## src/rtl/wb_burst_fetch.sv

```systemverilog
// Wishbone burst-read master that streams a linear PSRAM region into a local FIFO.
//
// A consumer supplies start/base_addr/word_count. The block fetches the region as a series of
// incrementing linear bursts (cti=010, last beat cti=111, bte=00). No burst crosses a
// 2^BURST_BITS-word boundary. A burst is launched only once the FIFO has room for the whole
// chunk, so the FIFO can never overflow. Words leave through a first-word-fall-through
// valid/ready port.
//
// Ports:
//   clk, rst                  clock and synchronous active-high reset
//   start, base_addr,         fetch request; sampled only while busy is low
//   word_count
//   busy, done, error         status: busy is high while fetching, done is a one-cycle pulse
//                             on completion, error is sticky and cleared by the next start
//   data_o, valid_o, ready_i  FIFO read side (first-word fall-through)
//   wbm_*                     wishbone read master; every output is registered
//
// COUNT_BITS must exceed BURST_BITS, and FIFO_BITS must be >= BURST_BITS.
module wb_burst_fetch #(
  parameter int unsigned BURST_BITS = 3,
  parameter int unsigned FIFO_BITS  = 4,
  parameter int unsigned COUNT_BITS = 16
) (
  input  logic                  clk,
  input  logic                  rst,
  input  logic                  start,
  input  logic [31:2]           base_addr,
  input  logic [COUNT_BITS-1:0] word_count,
  output logic                  busy,
  output logic                  done,
  output logic                  error,
  output logic [31:0]           data_o,
  output logic                  valid_o,
  input  logic                  ready_i,
  output logic                  wbm_cyc_o,
  output logic                  wbm_stb_o,
  output logic [31:2]           wbm_addr_o,
  output logic [2:0]            wbm_cti_o,
  output logic [1:0]            wbm_bte_o,
  output logic [3:0]            wbm_sel_o,
  output logic                  wbm_we_o,
  input  logic [31:0]           wbm_data_i,
  input  logic                  wbm_ack_i,
  input  logic                  wbm_err_i
);

  localparam int unsigned Depth = 1 << FIFO_BITS;
  localparam logic [BURST_BITS:0] BurstLenW = {1'b1, {BURST_BITS{1'b0}}};
  localparam logic [FIFO_BITS:0]  DepthW    = {1'b1, {FIFO_BITS{1'b0}}};

  localparam logic [2:0] CtiNone = 3'b000;
  localparam logic [2:0] CtiIncr = 3'b010;
  localparam logic [2:0] CtiEnd  = 3'b111;

  typedef enum logic [1:0] {
    StIdle,
    StWaitSpace,
    StBurst
  } state_e;

  state_e                state_q, state_d;
  logic [31:2]           addr_q, addr_d;
  logic [COUNT_BITS-1:0] rem_q, rem_d;
  logic [BURST_BITS:0]   beats_q, beats_d;
  logic                  cyc_q, cyc_d;
  logic [2:0]            cti_q, cti_d;
  logic                  busy_q, busy_d;
  logic                  done_q, done_d;
  logic                  error_q, error_d;

  // FIFO storage and pointers
  logic [31:0]          mem_q [Depth];
  logic [FIFO_BITS-1:0] wptr_q, rptr_q;
  logic [FIFO_BITS:0]   fifo_cnt_q;
  logic                 push, pop, flush;

  // Chunk sizing
  logic [BURST_BITS:0]   room;
  logic [COUNT_BITS-1:0] room_ext;
  logic [BURST_BITS:0]   len;
  logic [FIFO_BITS:0]    free_slots;

  // Words left before the next 2^BURST_BITS boundary; this shortens the first chunk so that
  // every later burst is aligned.
  always_comb begin
    room       = BurstLenW - {1'b0, addr_q[BURST_BITS+1:2]};
    room_ext   = COUNT_BITS'(room);
    len        = (rem_q < room_ext) ? rem_q[BURST_BITS:0] : room;
    // A pop in this cycle is not counted as freeing a slot.
    free_slots = DepthW - fifo_cnt_q;
  end

  always_comb begin
    state_d = state_q;
    addr_d  = addr_q;
    rem_d   = rem_q;
    beats_d = beats_q;
    cyc_d   = cyc_q;
    cti_d   = cti_q;
    busy_d  = busy_q;
    done_d  = 1'b0;
    error_d = error_q;
    flush   = 1'b0;
    push    = 1'b0;

    unique case (state_q)
      StIdle: begin
        if (start) begin
          addr_d  = base_addr;
          rem_d   = word_count;
          error_d = 1'b0;
          flush   = 1'b1;
          if (word_count == '0) begin
            done_d = 1'b1;
          end else begin
            busy_d  = 1'b1;
            state_d = StWaitSpace;
          end
        end
      end

      StWaitSpace: begin
        if (free_slots >= (FIFO_BITS+1)'(len)) begin
          cyc_d   = 1'b1;
          beats_d = len;
          cti_d   = (len == (BURST_BITS+1)'(1)) ? CtiEnd : CtiIncr;
          state_d = StBurst;
        end
      end

      StBurst: begin
        // err takes priority over ack; the word on an err beat is discarded.
        if (wbm_err_i) begin
          cyc_d   = 1'b0;
          cti_d   = CtiNone;
          error_d = 1'b1;
          busy_d  = 1'b0;
          state_d = StIdle;
        end else if (wbm_ack_i) begin
          push    = 1'b1;
          addr_d  = addr_q + 30'd1;
          rem_d   = rem_q - COUNT_BITS'(1);
          beats_d = beats_q - (BURST_BITS+1)'(1);
          // The next beat is the final one when two beats remain before this ack.
          cti_d   = (beats_q == (BURST_BITS+1)'(2)) ? CtiEnd : CtiIncr;
          if (beats_q == (BURST_BITS+1)'(1)) begin
            cyc_d = 1'b0;
            cti_d = CtiNone;
            if (rem_q == COUNT_BITS'(1)) begin
              done_d  = 1'b1;
              busy_d  = 1'b0;
              state_d = StIdle;
            end else begin
              // Passing through StWaitSpace guarantees an idle bus cycle for arbitration.
              state_d = StWaitSpace;
            end
          end
        end
      end

      default: state_d = StIdle;
    endcase
  end

  always_ff @(posedge clk) begin
    if (rst) begin
      state_q <= StIdle;
      addr_q  <= '0;
      rem_q   <= '0;
      beats_q <= '0;
      cyc_q   <= 1'b0;
      cti_q   <= CtiNone;
      busy_q  <= 1'b0;
      done_q  <= 1'b0;
      error_q <= 1'b0;
    end else begin
      state_q <= state_d;
      addr_q  <= addr_d;
      rem_q   <= rem_d;
      beats_q <= beats_d;
      cyc_q   <= cyc_d;
      cti_q   <= cti_d;
      busy_q  <= busy_d;
      done_q  <= done_d;
      error_q <= error_d;
    end
  end

  // FIFO
  assign valid_o = (fifo_cnt_q != '0);
  assign pop     = valid_o & ready_i;
  assign data_o  = mem_q[rptr_q];

  always_ff @(posedge clk) begin
    if (rst || flush) begin
      wptr_q     <= '0;
      rptr_q     <= '0;
      fifo_cnt_q <= '0;
    end else begin
      if (push) begin
        wptr_q <= wptr_q + FIFO_BITS'(1);
      end
      if (pop) begin
        rptr_q <= rptr_q + FIFO_BITS'(1);
      end
      if (push && !pop) begin
        fifo_cnt_q <= fifo_cnt_q + (FIFO_BITS+1)'(1);
      end else if (pop && !push) begin
        fifo_cnt_q <= fifo_cnt_q - (FIFO_BITS+1)'(1);
      end
    end
  end

  // Storage needs no reset; the pointers define which entries are valid.
  always_ff @(posedge clk) begin
    if (push) begin
      mem_q[wptr_q] <= wbm_data_i;
    end
  end

  // Outputs
  assign busy       = busy_q;
  assign done       = done_q;
  assign error      = error_q;
  assign wbm_cyc_o  = cyc_q;
  assign wbm_stb_o  = cyc_q;
  assign wbm_addr_o = addr_q;
  assign wbm_cti_o  = cti_q;
  assign wbm_bte_o  = 2'b00;
  assign wbm_sel_o  = 4'b1111;
  assign wbm_we_o   = 1'b0;

endmodule

```

## config.mk

```make
export PLATFORM = sky130hd
export DESIGN_NAME = wb_burst_fetch
export DESIGN_NICKNAME = d
export VERILOG_FILES = /design/src/rtl/wb_burst_fetch.sv
export SDC_FILE = /design/constraint.sdc
export NUM_CORES = 1
export LEC_CHECK = 0
export BUFFER_PORTS_ARGS = -buffer_cell sky130_fd_sc_hd__buf_4
export CELL_PAD_IN_SITES_DETAIL_PLACEMENT = 1
export CELL_PAD_IN_SITES_GLOBAL_PLACEMENT = 2
export CORE_UTILIZATION = 30
export CTS_BUF_LIST = sky130_fd_sc_hd__clkbuf_8
export CTS_CLUSTER_DIAMETER = 60
export DETAILED_ROUTE_END_ITERATION = 7
export PLACE_DENSITY_LB_ADDON = 0.1
export SLEW_MARGIN = 20
export SYNTH_ARGS = -nofsm -noshare
export SYNTH_HDL_FRONTEND = slang
export SYNTH_SLANG_ARGS = --single-unit
```

## constraint.sdc

```tcl
create_clock -name clk -period 12.3 [get_ports clk]
set_input_delay 2.46 -clock clk [delete_from_list [all_inputs] [get_ports clk]]
set_output_delay 2.46 -clock clk [all_outputs]
set_load 0.01 [all_outputs]
```

==> qor.csv <==
stage;metric;value;unit
routing;vias;13200;
worst_hold_path;Hold Path End;rem_q[15];
finish;fill count;7965;
setup_path;CP Capture Type;output pin;
finish;fin nets;1672;
synth;post-synth top area cell;edfxtp_1;
die;Die Span Y;284;um
synth;cells taking the most area after synthesis;edfxtp_1 64%, mux4_2 15%, dfxtp_1 6.3%;
synth;sequential element share of the synthesized area;0.706;
global_routing;first-pass GRT wire length;98900;um
synth;Main synth FF type;edfxtp_1;
routing;wire per inst;24.6;um
worst_hold_path;HP Class;flip-flop to flip-flop;
power_and_ir_drop;Pwr Total;0.00530;W
setup_path;Crit Path Max Fanout;47;
global_routing;vias in the first global route;14700;
routing;via/cell ratio;4.91;
synth;Synth top area share;0.643;
global_routing;initial antenna violation count;3;
timing;crit path time final;6090;ps
synth;Yosys cell types;67;
clocking;hold buffers post-CTS;0;
timing;Final Max Tran Viols;0;
routing;drt total wl;66200;um
setup_path;worst reg-to-reg path cell count;16;
power_and_ir_drop;peak supply drop;0.152;mV
clocking;clock transition at the registers of the reported paths;60;ps
finish;layout cell share with drive strength beyond 1;0.312;
job;Max Cap Viol;0;
timing;final setup fails;0;
setup_path;reg2reg end;beats_q[3];
global_routing;GR peak layer;met2;
timing;period utilization;0.495;
routing;total iterations of the first detailed-routing run;5;
power_and_ir_drop;Power Dens Cells;187;mW/mm^2
synth;Mean Syn Cell Area;17.8;um^2
clocking;clock latency on the worst-skew pair;700;ps
synth;Post-synth EDFFs;512;
timing;Worst slew margin;0.366;
timing;highest clock rate;164;MHz
die;row cnt;103;
die;Ports;162;
clocking;H-tree levels;3;
global_routing;met1 Use GR;0.209;
clocking;clock buffer depth;3;
die;die width;284;um
setup_path;Arr. time, crit path;3630;ps
setup_path;Worst R2R Start;wbm_addr_o[2];
timing;final hold vios;0;
synth;Synth Warn #;0;
synth;area of the mapped netlist;0.0239;mm^2
clocking;Inserted Clock Buffers;107;
die;Die ar.;0.0808;mm^2
global_routing;grt ovf;0;
global_routing;GRT Total Usage;0.165;
synth;post-synthesis async set-or-reset flop share;0;
global_routing;M3 GR Usage;0.0341;
setup_path;Worst setup SP type;flip-flop;
clocking;CTS root buffer;clkbuf_8;
synth;cell count after synthesis;1346;
setup_path;Critical Path RT;9840;ps
clocking;post_cts resized;0;
clocking;Setup Fix Bufs, Post-CTS;0;
routing;post-route antenna net violation count;0;
clocking;clk sink count;587;
placement;IO Port Bufs;154;
timing;Worst Tran Pin Value;950;ps
setup_path;CP Class;flip-flop to output pin;
worst_hold_path;hold_sp;rem_q[15];
die;starting density of the core;0.303;
die;Core ar.;0.0789;mm^2
global_routing;largest net degree at the start of global routing;86;
synth;commonest cells in the netlist;512 x edfxtp_1, 160 x mux4_2, 89 x nor2_1;
synth;Yosys reg bits;587;
routing;Remaining DRCs;0;
clocking;CTS tree;done;
power_and_ir_drop;Static Leakage;9.27;nW
placement;Final HPWL DP;37900;um
synth;most common cell in the netlist;edfxtp_1;
setup_path;FF-to-FF setup slack;8000;ps
run_status;status;complete, no violations;
finish;Area growth syn-to-layout;18.6;%
worst_hold_path;hold depth;2;
timing;RSZ-0062 raised after global routing;no;
global_routing;met2 Usage GRT;0.285;
timing;setup total negative slack;0;ps
timing;clk_skew;24.2;ps
routing;initial DRC count;546;
placement;gpl congestion;0.684;
-- cells by family after synthesis --
family / after synthesis / share of synthesized area
flops: 587 / 0.706
simple gates: 269 / 0.0540
compound gates: 173 / 0.0474
mux: 171 / 0.155
buf+inv: 106 / 0.0185
fa+ha+maj: 25 / 0.0134
xor+xnor: 13 / 0.00476
other cells: 2 / 0.000314
-- cell type report --
type                            instances  area [um^2]  area share
Sequential cell                       587        16900       0.596
Clock buffer                          113         1560      0.0549
Inverter                               23         86.3     0.00305
Clock inverter                         76          372      0.0131
Multi-Input combinational cell        658         6730       0.237
Timing Repair Buffer                  186         1400      0.0495
Antenna cell                            1         2.50   0.0000883
Tap cell                             1050         1310      0.0463
-- metal layers --
layer / share of wire / wire length [um] / vias to the layer above
li1: - / - / 5901
met1: 0.44 / 28800 / 6959
met2: 0.51 / 33500 / 283
met3: 0.044 / 2930 / 78
met4: 0.015 / 967 / 4
met5: 0.00036 / 24 / -
-- state kept, by name, summed over array words and instances (netlist names), named ones only --
| name | cells |
|---|---|
| fifo_cnt_q | 5 |
| wbm_cti_o | 2 |
| done | 1 |
| rem_q | 16 |
| wptr_q | 4 |
| rptr_q | 4 |
| busy | 1 |
| beats_q | 4 |
| wbm_addr_o | 30 |
| wbm_cyc_o | 1 |
| state_q | 2 |
| mem_q | 512 |
| error | 1 |
-- layout by cell type (no fill, tap or decap), drive strengths merged, types with 11 or more instances in the layout --
master | netlist | routed
edfxtp | 512 | 512
buf | 29 | 186
mux4 | 160 | 160
clkbuf | 54 | 113
nor2 | 90 | 90
dfxtp | 75 | 75
nand2 | 68 | 68
inv | 23 | 64
a21oi | 49 | 49
o21ai | 37 | 37
clkinv | 0 | 34
ha | 24 | 24
nor3 | 24 | 24
a211oi | 15 | 15
nand4 | 14 | 14
a22oi | 12 | 12
nand3 | 11 | 11
and3 | 11 | 11
-- worst max-delay path, stage by stage, from the launching register on --
cell and delay (ps):
dfxtp_4 350, buf_6 570, buf_4 700, mux4_2 610, mux4_2 510, buf_4 160
-- power breakdown --
part / internal [W] / switching [W]
sequential: 0.00224 / 0.0000953
combinational: 0.000616 / 0.000661
clock: 0.000866 / 0.000822
-- stage by stage --
stage | cell area [um^2] | setup slack (ps) | hold WS [ps] | std cells | util
after detailed placement | 26400 | 6550 | 491 | 2504 | 0.335
final | 28400 | 6210 | 506 | 2694 | 0.359
after global routing | 28400 | 5900 | 555 | 2694 | 0.359
after global placement | 26400 | 6560 | 478 | 2504 | 0.335
after floorplan | 23900 | 6450 | 457 | 1351 | -
after CTS | 28300 | 5760 | 510 | 2693 | 0.359
-- worst max path at each step --
stage	startpoint	endpoint	slack, ps
2_1_floorplan	wbm_err_i	mem_q[0][0]	6450
3_3_place_gp	flip-flop	data_o[12]	6560
3_5_place_dp	flip-flop	data_o[12]	6550
4_1_cts	flip-flop	data_o[12]	5760
5_1_grt	flip-flop	data_o[13]	5900
6_report	flip-flop	data_o[13]	6210
Note: power is estimated with default switching activity, not from simulation.
